## src/rtl/instr_decode_pkg.sv

```systemverilog
// Shared definitions for the instruction-decode stage.
// Contents:
//   - RV32I base opcodes used by the decoder
//   - immediate-format codes (imm_type_e) and the opcode -> format map
//   - decode FSM state encoding (id_state_e)
//   - has_rd(): whether an opcode writes a destination register
package instr_decode_pkg;

    localparam logic [6:0] OpLui    = 7'b0110111;
    localparam logic [6:0] OpAuipc  = 7'b0010111;
    localparam logic [6:0] OpJal    = 7'b1101111;
    localparam logic [6:0] OpJalr   = 7'b1100111;
    localparam logic [6:0] OpBranch = 7'b1100011;
    localparam logic [6:0] OpLoad   = 7'b0000011;
    localparam logic [6:0] OpStore  = 7'b0100011;
    localparam logic [6:0] OpImm    = 7'b0010011;
    localparam logic [6:0] OpReg    = 7'b0110011;

    typedef enum logic [2:0] {
        ImmNone,
        ImmI,
        ImmS,
        ImmB,
        ImmU,
        ImmJ
    } imm_type_e;

    typedef enum logic [1:0] {
        StIdle,
        StRead,
        StHold
    } id_state_e;

    function automatic imm_type_e imm_type(input logic [6:0] opcode);
        imm_type_e t;
        case (opcode)
            OpLoad, OpImm, OpJalr: t = ImmI;
            OpStore:               t = ImmS;
            OpBranch:              t = ImmB;
            OpLui, OpAuipc:        t = ImmU;
            OpJal:                 t = ImmJ;
            OpReg:                 t = ImmNone;
            default:               t = ImmNone;
        endcase
        return t;
    endfunction

    // S and B formats reuse inst[11:7] as immediate bits, not a destination.
    function automatic logic has_rd(input logic [6:0] opcode);
        return (opcode != OpStore) && (opcode != OpBranch);
    endfunction

endpackage

```

## src/rtl/instr_decode_imm_gen.sv

```systemverilog
// Combinational immediate generator.
// Ports:
//   inst_i  32-bit RV32I instruction word
//   imm_o   Len-bit sign-extended immediate (0 for formats without one)
module instr_decode_imm_gen
    import instr_decode_pkg::*;
#(
    parameter int unsigned Len = 32
) (
    input  logic [31:0]    inst_i,
    output logic [Len-1:0] imm_o
);

    logic signed [31:0] imm32;

    always_comb begin
        imm32 = '0;
        case (imm_type(inst_i[6:0]))
            ImmI: imm32 = {{20{inst_i[31]}}, inst_i[31:20]};
            ImmS: imm32 = {{20{inst_i[31]}}, inst_i[31:25], inst_i[11:7]};
            ImmB: imm32 = {{19{inst_i[31]}}, inst_i[31], inst_i[7], inst_i[30:25],
                           inst_i[11:8], 1'b0};
            ImmU: imm32 = {inst_i[31:12], 12'b0};
            ImmJ: imm32 = {{11{inst_i[31]}}, inst_i[31], inst_i[19:12], inst_i[20],
                           inst_i[30:21], 1'b0};
            default: imm32 = '0;
        endcase
        // Signed source, so a wider Len sign-extends from bit 31.
        imm_o = Len'(imm32);
    end

endmodule

```

## src/rtl/instr_decode.sv

```systemverilog
// Instruction-decode stage between fetch and execute.
// Ports:
//   clk_i, rst_i                      clock, synchronous active-high reset
//   rdy_in_i                          global enable; 0 freezes all state
//   flush_i                           branch redirect; drops the in-flight instruction
//   inst_valid_i/inst_i/inst_pc_i     fetch side; inst_ready_o accepts
//   rf_rs1_o/rf_rs2_o                 REG_FILE read indices
//   rf_rs1_data_i/rf_rs2_data_i       REG_FILE data, one cycle after the index
//   wb_en_i/wb_rd_i/wb_data_i         write-back port, forwarded into operands
//   id_valid_o/id_ready_i             execute-side handshake
//   id_opcode_o .. id_pc_o            decoded bundle
module instr_decode
    import instr_decode_pkg::*;
#(
    parameter int unsigned Len  = 32,
    parameter int unsigned Addr = 32
) (
    input  logic            clk_i,
    input  logic            rst_i,
    input  logic            rdy_in_i,
    input  logic            flush_i,
    input  logic            inst_valid_i,
    input  logic [31:0]     inst_i,
    input  logic [Addr-1:0] inst_pc_i,
    output logic            inst_ready_o,
    output logic [4:0]      rf_rs1_o,
    output logic [4:0]      rf_rs2_o,
    input  logic [Len-1:0]  rf_rs1_data_i,
    input  logic [Len-1:0]  rf_rs2_data_i,
    input  logic            wb_en_i,
    input  logic [4:0]      wb_rd_i,
    input  logic [Len-1:0]  wb_data_i,
    output logic            id_valid_o,
    input  logic            id_ready_i,
    output logic [6:0]      id_opcode_o,
    output logic [2:0]      id_funct3_o,
    output logic [6:0]      id_funct7_o,
    output logic [4:0]      id_rd_o,
    output logic [Len-1:0]  id_rs1_val_o,
    output logic [Len-1:0]  id_rs2_val_o,
    output logic [Len-1:0]  id_imm_o,
    output logic [Addr-1:0] id_pc_o
);

    id_state_e       state_q, state_d;
    logic [31:0]     inst_q, inst_d;
    logic [Addr-1:0] pc_q, pc_d;
    logic [4:0]      rs1_q, rs1_d;
    logic [4:0]      rs2_q, rs2_d;
    logic [Len-1:0]  rs1_val_q, rs1_val_d;
    logic [Len-1:0]  rs2_val_q, rs2_val_d;
    logic [Len-1:0]  imm_q, imm_d;
    logic [Len-1:0]  imm_next;
    logic            accept;

    // x0 is hard-wired to zero; otherwise a matching write-back wins over the base value.
    function automatic logic [Len-1:0] fwd_operand(input logic [4:0]     idx,
                                                   input logic [Len-1:0] base,
                                                   input logic           wb_en,
                                                   input logic [4:0]     wb_rd,
                                                   input logic [Len-1:0] wb_data);
        if (idx == 5'd0) begin
            return '0;
        end
        if (wb_en && (wb_rd == idx)) begin
            return wb_data;
        end
        return base;
    endfunction

    instr_decode_imm_gen #(
        .Len (Len)
    ) u_imm_gen (
        .inst_i (inst_q),
        .imm_o  (imm_next)
    );

    assign inst_ready_o = (state_q == StIdle) && rdy_in_i && !flush_i && !rst_i;
    assign accept       = inst_ready_o && inst_valid_i;

    // The index goes out combinationally on accept so the synchronous REG_FILE
    // returns data in READ; afterwards the latched index is held.
    assign rf_rs1_o = accept ? inst_i[19:15] : rs1_q;
    assign rf_rs2_o = accept ? inst_i[24:20] : rs2_q;

    always_comb begin
        state_d   = state_q;
        inst_d    = inst_q;
        pc_d      = pc_q;
        rs1_d     = rs1_q;
        rs2_d     = rs2_q;
        rs1_val_d = rs1_val_q;
        rs2_val_d = rs2_val_q;
        imm_d     = imm_q;

        if (flush_i) begin
            state_d = StIdle;
        end else if (rdy_in_i) begin
            case (state_q)
                StIdle: begin
                    if (accept) begin
                        inst_d  = inst_i;
                        pc_d    = inst_pc_i;
                        rs1_d   = inst_i[19:15];
                        rs2_d   = inst_i[24:20];
                        state_d = StRead;
                    end
                end
                StRead: begin
                    rs1_val_d = fwd_operand(rs1_q, rf_rs1_data_i, wb_en_i, wb_rd_i, wb_data_i);
                    rs2_val_d = fwd_operand(rs2_q, rf_rs2_data_i, wb_en_i, wb_rd_i, wb_data_i);
                    imm_d     = imm_next;
                    state_d   = StHold;
                end
                StHold: begin
                    rs1_val_d = fwd_operand(rs1_q, rs1_val_q, wb_en_i, wb_rd_i, wb_data_i);
                    rs2_val_d = fwd_operand(rs2_q, rs2_val_q, wb_en_i, wb_rd_i, wb_data_i);
                    if (id_ready_i) begin
                        state_d = StIdle;
                    end
                end
                default: state_d = StIdle;
            endcase
        end
    end

    always_ff @(posedge clk_i) begin
        if (rst_i) begin
            state_q   <= StIdle;
            inst_q    <= '0;
            pc_q      <= '0;
            rs1_q     <= '0;
            rs2_q     <= '0;
            rs1_val_q <= '0;
            rs2_val_q <= '0;
            imm_q     <= '0;
        end else begin
            state_q   <= state_d;
            inst_q    <= inst_d;
            pc_q      <= pc_d;
            rs1_q     <= rs1_d;
            rs2_q     <= rs2_d;
            rs1_val_q <= rs1_val_d;
            rs2_val_q <= rs2_val_d;
            imm_q     <= imm_d;
        end
    end

    assign id_valid_o   = (state_q == StHold);
    assign id_opcode_o  = inst_q[6:0];
    assign id_funct3_o  = inst_q[14:12];
    assign id_funct7_o  = inst_q[31:25];
    assign id_rd_o      = has_rd(inst_q[6:0]) ? inst_q[11:7] : 5'd0;
    assign id_rs1_val_o = rs1_val_q;
    assign id_rs2_val_o = rs2_val_q;
    assign id_imm_o     = imm_q;
    assign id_pc_o      = pc_q;

endmodule
```

## config.mk

```make
export PLATFORM = sky130hd
export DESIGN_NAME = instr_decode
export DESIGN_NICKNAME = d
export VERILOG_FILES = /design/src/rtl/instr_decode_pkg.sv /design/src/rtl/instr_decode_imm_gen.sv /design/src/rtl/instr_decode.sv
export SDC_FILE = /design/constraint.sdc
export NUM_CORES = 1
export LEC_CHECK = 0
export CAP_MARGIN = 20
export CORE_MARGIN = 4
export CORE_UTILIZATION = 43
export DETAILED_ROUTE_END_ITERATION = 16
export PLACE_DENSITY_LB_ADDON = 0.05
export SYNTH_ARGS = -nofsm -noshare
export SYNTH_HDL_FRONTEND = slang
export SYNTH_SLANG_ARGS = --single-unit
export TNS_END_PERCENT = 10
```

## constraint.sdc

```tcl
create_clock -name clk_i -period 2.3 [get_ports clk_i]
set_input_delay 0.46 -clock clk_i [delete_from_list [all_inputs] [get_ports clk_i]]
set_output_delay 0.46 -clock clk_i [all_outputs]
set_load 0.01 [all_outputs]
```

Yosys cells after proc, flatten, opt, wreduce, memory -nomap -nowiden
Cells that the tools add are included.
{"block": "op_classes", "eq_ne": 23, "mux": 54, "bitwise_logic": 1, "n_reduce_logical": 22}
{"operator": "two-way mux 32 bit", "count": 12}
{"operator": "case mux 32 bit (5 select lines)", "count": 1}
{"operator": "case mux 32 bit (2 select lines)", "count": 2}
{"operator": "two-way mux 1 bit", "count": 32}
{"operator": "equality test 7 bit (second input constant)", "count": 3}
{"operator": "two-way mux 5 bit", "count": 3}
{"operator": "case mux 3 bit (5 select lines)", "count": 1}
{"operator": "equality test 7 x 5 -> 1 bit (second input constant)", "count": 2}
{"operator": "equality test 7 x 6 -> 1 bit (second input constant)", "count": 2}
{"operator": "AND reduction 4 bit", "count": 3}
{"operator": "equality test 5 bit", "count": 2}
{"operator": "zero test 5 bit", "count": 2}
{"operator": "AND reduction 3 bit", "count": 3}
{"operator": "equality test 7 x 2 -> 1 bit (second input constant)", "count": 1}
{"operator": "logical AND 1 bit", "count": 7}
{"operator": "inequality test 7 x 6 -> 1 bit (second input constant)", "count": 1}
{"operator": "inequality test 7 bit (second input constant)", "count": 1}
{"operator": "equality test 3 x 2 -> 1 bit (second input constant)", "count": 2}
{"operator": "equality test 3 bit (second input constant)", "count": 2}
{"operator": "inequality test 3 x 1 -> 1 bit (second input constant)", "count": 2}
{"operator": "case mux 2 bit (3 select lines)", "count": 1}
{"operator": "two-way mux 2 bit", "count": 2}
{"operator": "OR reduction 2 bit", "count": 2}
{"operator": "equality test 3 x 1 -> 1 bit (second input constant)", "count": 1}
{"operator": "other kinds (9)", "count": 10}
{"block": "word_totals", "register_bits": 172, "in_bits": 172, "out_inout_bits": 162, "word_cells": 108}

Depth between registers and ports, before layout
{"block": "logic_depth", "depth_word": 12, "depth_mapped": 8, "ltp_nobuf": 7}

Hierarchy
From an unflattened synthesis, not the netlist that was laid out.
{"block": "hier_totals", "cells_unflattened": 880, "area_unflattened_um2": 7872.6}
{"module": "instr_decode", "instances": 1, "cells_per_inst": 812, "area_per_inst_um2": 7323.3, "seq_area_each_um2": 3443.3}
{"module": "instr_decode_imm_gen", "instances": 1, "cells_per_inst": 68, "area_per_inst_um2": 549.3, "seq_area_each_um2": 0.0}

Worst setup path before layout
OpenSTA, ideal clock, no wires.
{"block": "synth_timing", "kind": "input port to output port", "from": "input rst_i", "to": "output rf_rs1_o[0]", "t_arrival_ps": 1622, "required_time_ps": 1840, "slack_ps": 218, "path_stages": 8, "path_buffers": 3, "path_cell_list": "buf_2 > nor2_2 > and3_1 > and2_1 > buf_4 > buf_4 > nand2_1 > nand2_1"}
{"block": "synth_between", "elab_chain_len": 4}
{"element": "from (decl)", "line": "instr_decode.sv:19", "rtl": "input logic rst_i,"}
{"element": "zero test 1 bit", "line": "instr_decode.sv:78", "rtl": "assign inst_ready_o = (state_q == StIdle) && rdy_in_i && !flush_i && !rst_i;"}
{"element": "logical AND 1 bit", "line": "instr_decode.sv:78"}
{"element": "net inst_ready_o", "line": "instr_decode.sv:25", "rtl": "output logic inst_ready_o,"}
{"element": "logical AND 1 bit", "line": "instr_decode.sv:79", "rtl": "assign accept = inst_ready_o && inst_valid_i;"}
{"element": "two-way mux 5 bit"}
{"element": "to (decl)", "line": "instr_decode.sv:26", "rtl": "output logic [4:0] rf_rs1_o,"}
The timed path passes the listed nets, and every way through them passes these cells.

Worst setup path after layout
{"block": "layout_timing", "from": "register state_q[1]", "to": "output inst_ready_o"}
{"block": "layout_between", "elab_chain_len": 4}
{"element": "from (decl)", "line": "instr_decode.sv:45", "rtl": "id_state_e state_q, state_d;"}
{"element": "from (signal assigned)", "line": "instr_decode.sv:129", "rtl": "state_q <= StIdle;"}
{"element": "from (signal assigned)", "line": "instr_decode.sv:138", "rtl": "state_q <= state_d;"}
{"element": "zero test 2 bit", "line": "instr_decode.sv:78"}
{"element": "logical AND 1 bit (3 in series)", "line": "instr_decode.sv:78"}
{"element": "to (decl)", "line": "instr_decode.sv:25"}
No other way between the ends.

==> results.json <==
{
  "fin_setup_tns_ns": 0,
  "drtIter0Drc": 304,
  "ys.flop_type": "dfxtp_1",
  "hpwl_microns": 19200,
  "synth_area_per_cell_sq_um": 9.49,
  "track_usage_pct": 24.2,
  "yosys.area_share.xor_xnor_pct": 1.11,
  "comb_power_share_pct": 11.1,
  "vdd_drop_max_uv": 599,
  "numCtsBuffers": 17,
  "rsz0062_at_grt": "true",
  "swShare_pct": 21.4,
  "critPathMaxFanout": 3,
  "initial_core_util_pct": 43.7,
  "fin_skew_ns": 0.00503,
  "crit_arrival_ns": 1.77,
  "gr-total-overflow": 0,
  "synth_edf_count": 0,
  "seqPwrFrac_pct": 44.5,
  "drc": 0,
  "port_buffers": 333,
  "critical_path.startpoint_type": "flip-flop",
  "clockBufferDepth": 2,
  "avgViaCountPerCell": 5.06,
  "synth_mux_area_share_pct": 8.41,
  "antenna_found_initial": 2,
  "ys_top_cells_by_count": "178 x nand2_1, 172 x dfxtp_1, 67 x nor2b_1, 66 x mux2i_1, 55 x nand3b_1",
  "fill_cells": 1480,
  "die_area_sq_um": 20500,
  "setup_viol": 0,
  "slew-limit-headroom_pct": 26.6,
  "fp.dieH_microns": 143,
  "power.share.clock_pct": 44.4,
  "vias": 7109,
  "crit_path_end_kind": "output pin",
  "cts.sinks": 172,
  "synth_top_family_by_area": "simple AND/OR/NAND/NOR gates",
  "syn_nets": 1003,
  "rows": 49,
  "dieWidth_microns": 143,
  "synth-simple-area-share_pct": 22.8,
  "cts-root-buf": "clkbuf_16",
  "avgRoutedWirePerCell_microns": 18.3,
  "wirelength_microns": 25700,
  "ys_types": 55,
  "hold_viol_final": 0,
  "period_needed_ns": 2.23,
  "status": "finished clean",
  "synth_compound_area_share_pct": 16.9,
  "ios": 334,
  "worstSetupPathType": "reg -> out",
  "cts_tree": "done",
  "syn-instance-count": 828,
  "ctsHoldBuffers": 0,
  "yosys_warnings": 0,
  "yosysMostFrequentCell": "nand2_1",
  "clk-insertion-delay-late_ns": 0.42,
  "p_leak_nw": 4.62,
  "grt_pass1_vias": 7262,
  "ys_ff_latch": 172,
  "worst_hold_slack_ns": 0.448,
  "p_int_mw": 5.41,
  "syn_to_final_growth_pct": 55.1,
  "ys_top_cells_by_area": "dfxtp_1 44%, nand2_1 8.5%, mux2i_1 8.4%, o2bb2ai_2 5.9%, nor2b_1 5.3%",
  "maxSlewViolCount": 0,
  "synth_fa_ha_area_share_pct": 0.478,
  "finalNetCount": 1339,
  "first_pass_iters": 4,
  "coreArea_sq_um": 18000,
  "place_congestion": 0.865,
  "grt_pass1_wl_microns": 39000,
  "crit_required_ns": 1.84,
  "max_freq_ghz": 0.449,
  "ant_nets": 0,
  "yosysTopAreaCell": "dfxtp_1",
  "p_per_area_nw_per_um2": 564,
  "hold_class": "reg -> reg",
  "tightest_slew_ns": 1.10,
  "switchingPower_mw": 1.47,
  "cap_violations": 0,
  "async_reset_ff_share_pct": 0,
  "drive_gt1_share_pct": 13.1,
  "period_share_pct": 96.9,
  "seq_area_frac_synth_pct": 43.8,
  "synthesis.area_sq_um": 7860,
  "clk_pin_slew_worst_paths_ns": 0.06,
  "cts_max_level": 4,
  "grt_max_degree": 79,
  "synth_top_cell_area_share_pct": 43.8
}
==> per-stage QoR <==
stage | util, % | area, sq um | power (mW) | setup WS [ns] | std cells
2_1_floorplan | - | 7860 | 3.42 | 0.218 | 828
3_3_place_gp | 64.4 | 11600 | 3.89 | -0.486 | 1372
3_5_place_dp | 64.4 | 11600 | 3.90 | -0.517 | 1372
4_1_cts | 67.6 | 12200 | 6.94 | -0.0255 | 1400
5_1_grt | 67.8 | 12200 | 7.10 | -0.0193 | 1404
6_report | 67.9 | 12200 | 6.88 | 0.0714 | 1405
==> timing repair <==
item                                    CTS  global route
endpoints found under the hold margin     0             0
gates cloned                              0             0
resized for setup                        54             5
pin swaps                                 3             3
endpoints found under the setup margin   16            12
buffers inserted                          0             2
==> layout make-up <==
type                            instances  area (sq um)  area share [%]
Multi-Input combinational cell        575          3950            32.4
Timing Repair Buffer                  393          3860            31.7
Sequential cell                       172          3450            28.3
Clock buffer                           22           484            3.97
Tap cell                              229           287            2.35
Clock inverter                          6           136            1.12
Inverter                                5          18.8           0.154
Antenna cell                            3          7.51          0.0616
==> path summary, 6_finish.rpt <==
path / startpoint / to / slack, ns / depth (start not counted)
min: id_imm_o[28] / id_imm_o[28] / 0.45 / 2
max: state_q[1] / inst_ready_o / 0.07 / 4
min reg2reg: id_imm_o[28] / id_imm_o[28] / 0.45 / 2
max reg2reg: inst_q[6] / id_imm_o[24] / 0.14 / 5
==> cells in the final DEF, fill, tap and decap left out, types with 3 or more instances in the layout <==
cell type / netlist / final
nand2_1: 178 / 176
nor2b_1: 67 / 66
dlygate4sd2_1: 0 / 4
a22oi_1: 4 / 4
and2_1: 5 / 4
a21oi_1: 42 / 42
buf_2: 21 / 10
dfxtp_1: 172 / 170
buf_4: 21 / 49
clkbuf_16: 0 / 17
mux2i_1: 66 / 66
a22o_1: 6 / 6
inv_1: 5 / 4
clkdlybuf4s50_1: 0 / 316
nor2_1: 7 / 6
o2bb2ai_1: 33 / 33
nand3b_1: 55 / 55
nor2_2: 2 / 3
buf_12: 0 / 10
o2bb2ai_2: 31 / 31
bufinv_16: 0 / 4
diode_2: 0 / 3
o21ai_0: 6 / 6
xnor2_1: 6 / 6
o21ai_1: 23 / 23
xor2_1: 4 / 4
clkbuf_8: 0 / 4
==> worst max-delay path, stage by stage (launching register included) <==
cell             delay [ns]
dfxtp_1                0.32
inv_1                  0.08
ha_2                   0.18
and3_4                 0.21
clkdlybuf4s50_1        0.57
==> cell families (layout without fill, tap and decap cells) <==
kind of cell,Yosys count,after routing
compound gates,158,158
mux,66,66
fa+ha+maj,3,3
simple gates,338,338
other cells,0,3
xor+xnor,10,10
buf+inv,81,426
flops,172,172
==> routing by layer <==
layer  track usage [%]  vias to the layer above  routed length (microns)
met2              41.8                      256                    12600
li1                  -                     3515                        -
met4              7.15                        0                      494
met3              8.44                       33                     2450
met1              28.3                     3305                    10200
met5                 0                        -                        0
==> power by group through the flow <==
| stage | registers [mW] | logic (mW) | clock network, mW |
|---|---|---|---|
| CTS | 3.06 | 0.770 | 3.11 |
| detailed placement | 3.13 | 0.770 | 0 |
| global route | 3.06 | 0.823 | 3.21 |
| global placement | 3.12 | 0.766 | 0 |
| finish | 3.06 | 0.766 | 3.05 |
| floorplan | 3.13 | 0.290 | 0 |
==> flip-flops by register name, indices dropped and copies added (netlist names) <==
name          cells
id_rs2_val_o     32
rs2_q             5
state_q           2
inst_q           32
id_imm_o         32
id_pc_o          32
id_rs1_val_o     32
rs1_q             5
(Power assumes the default switching activity.)
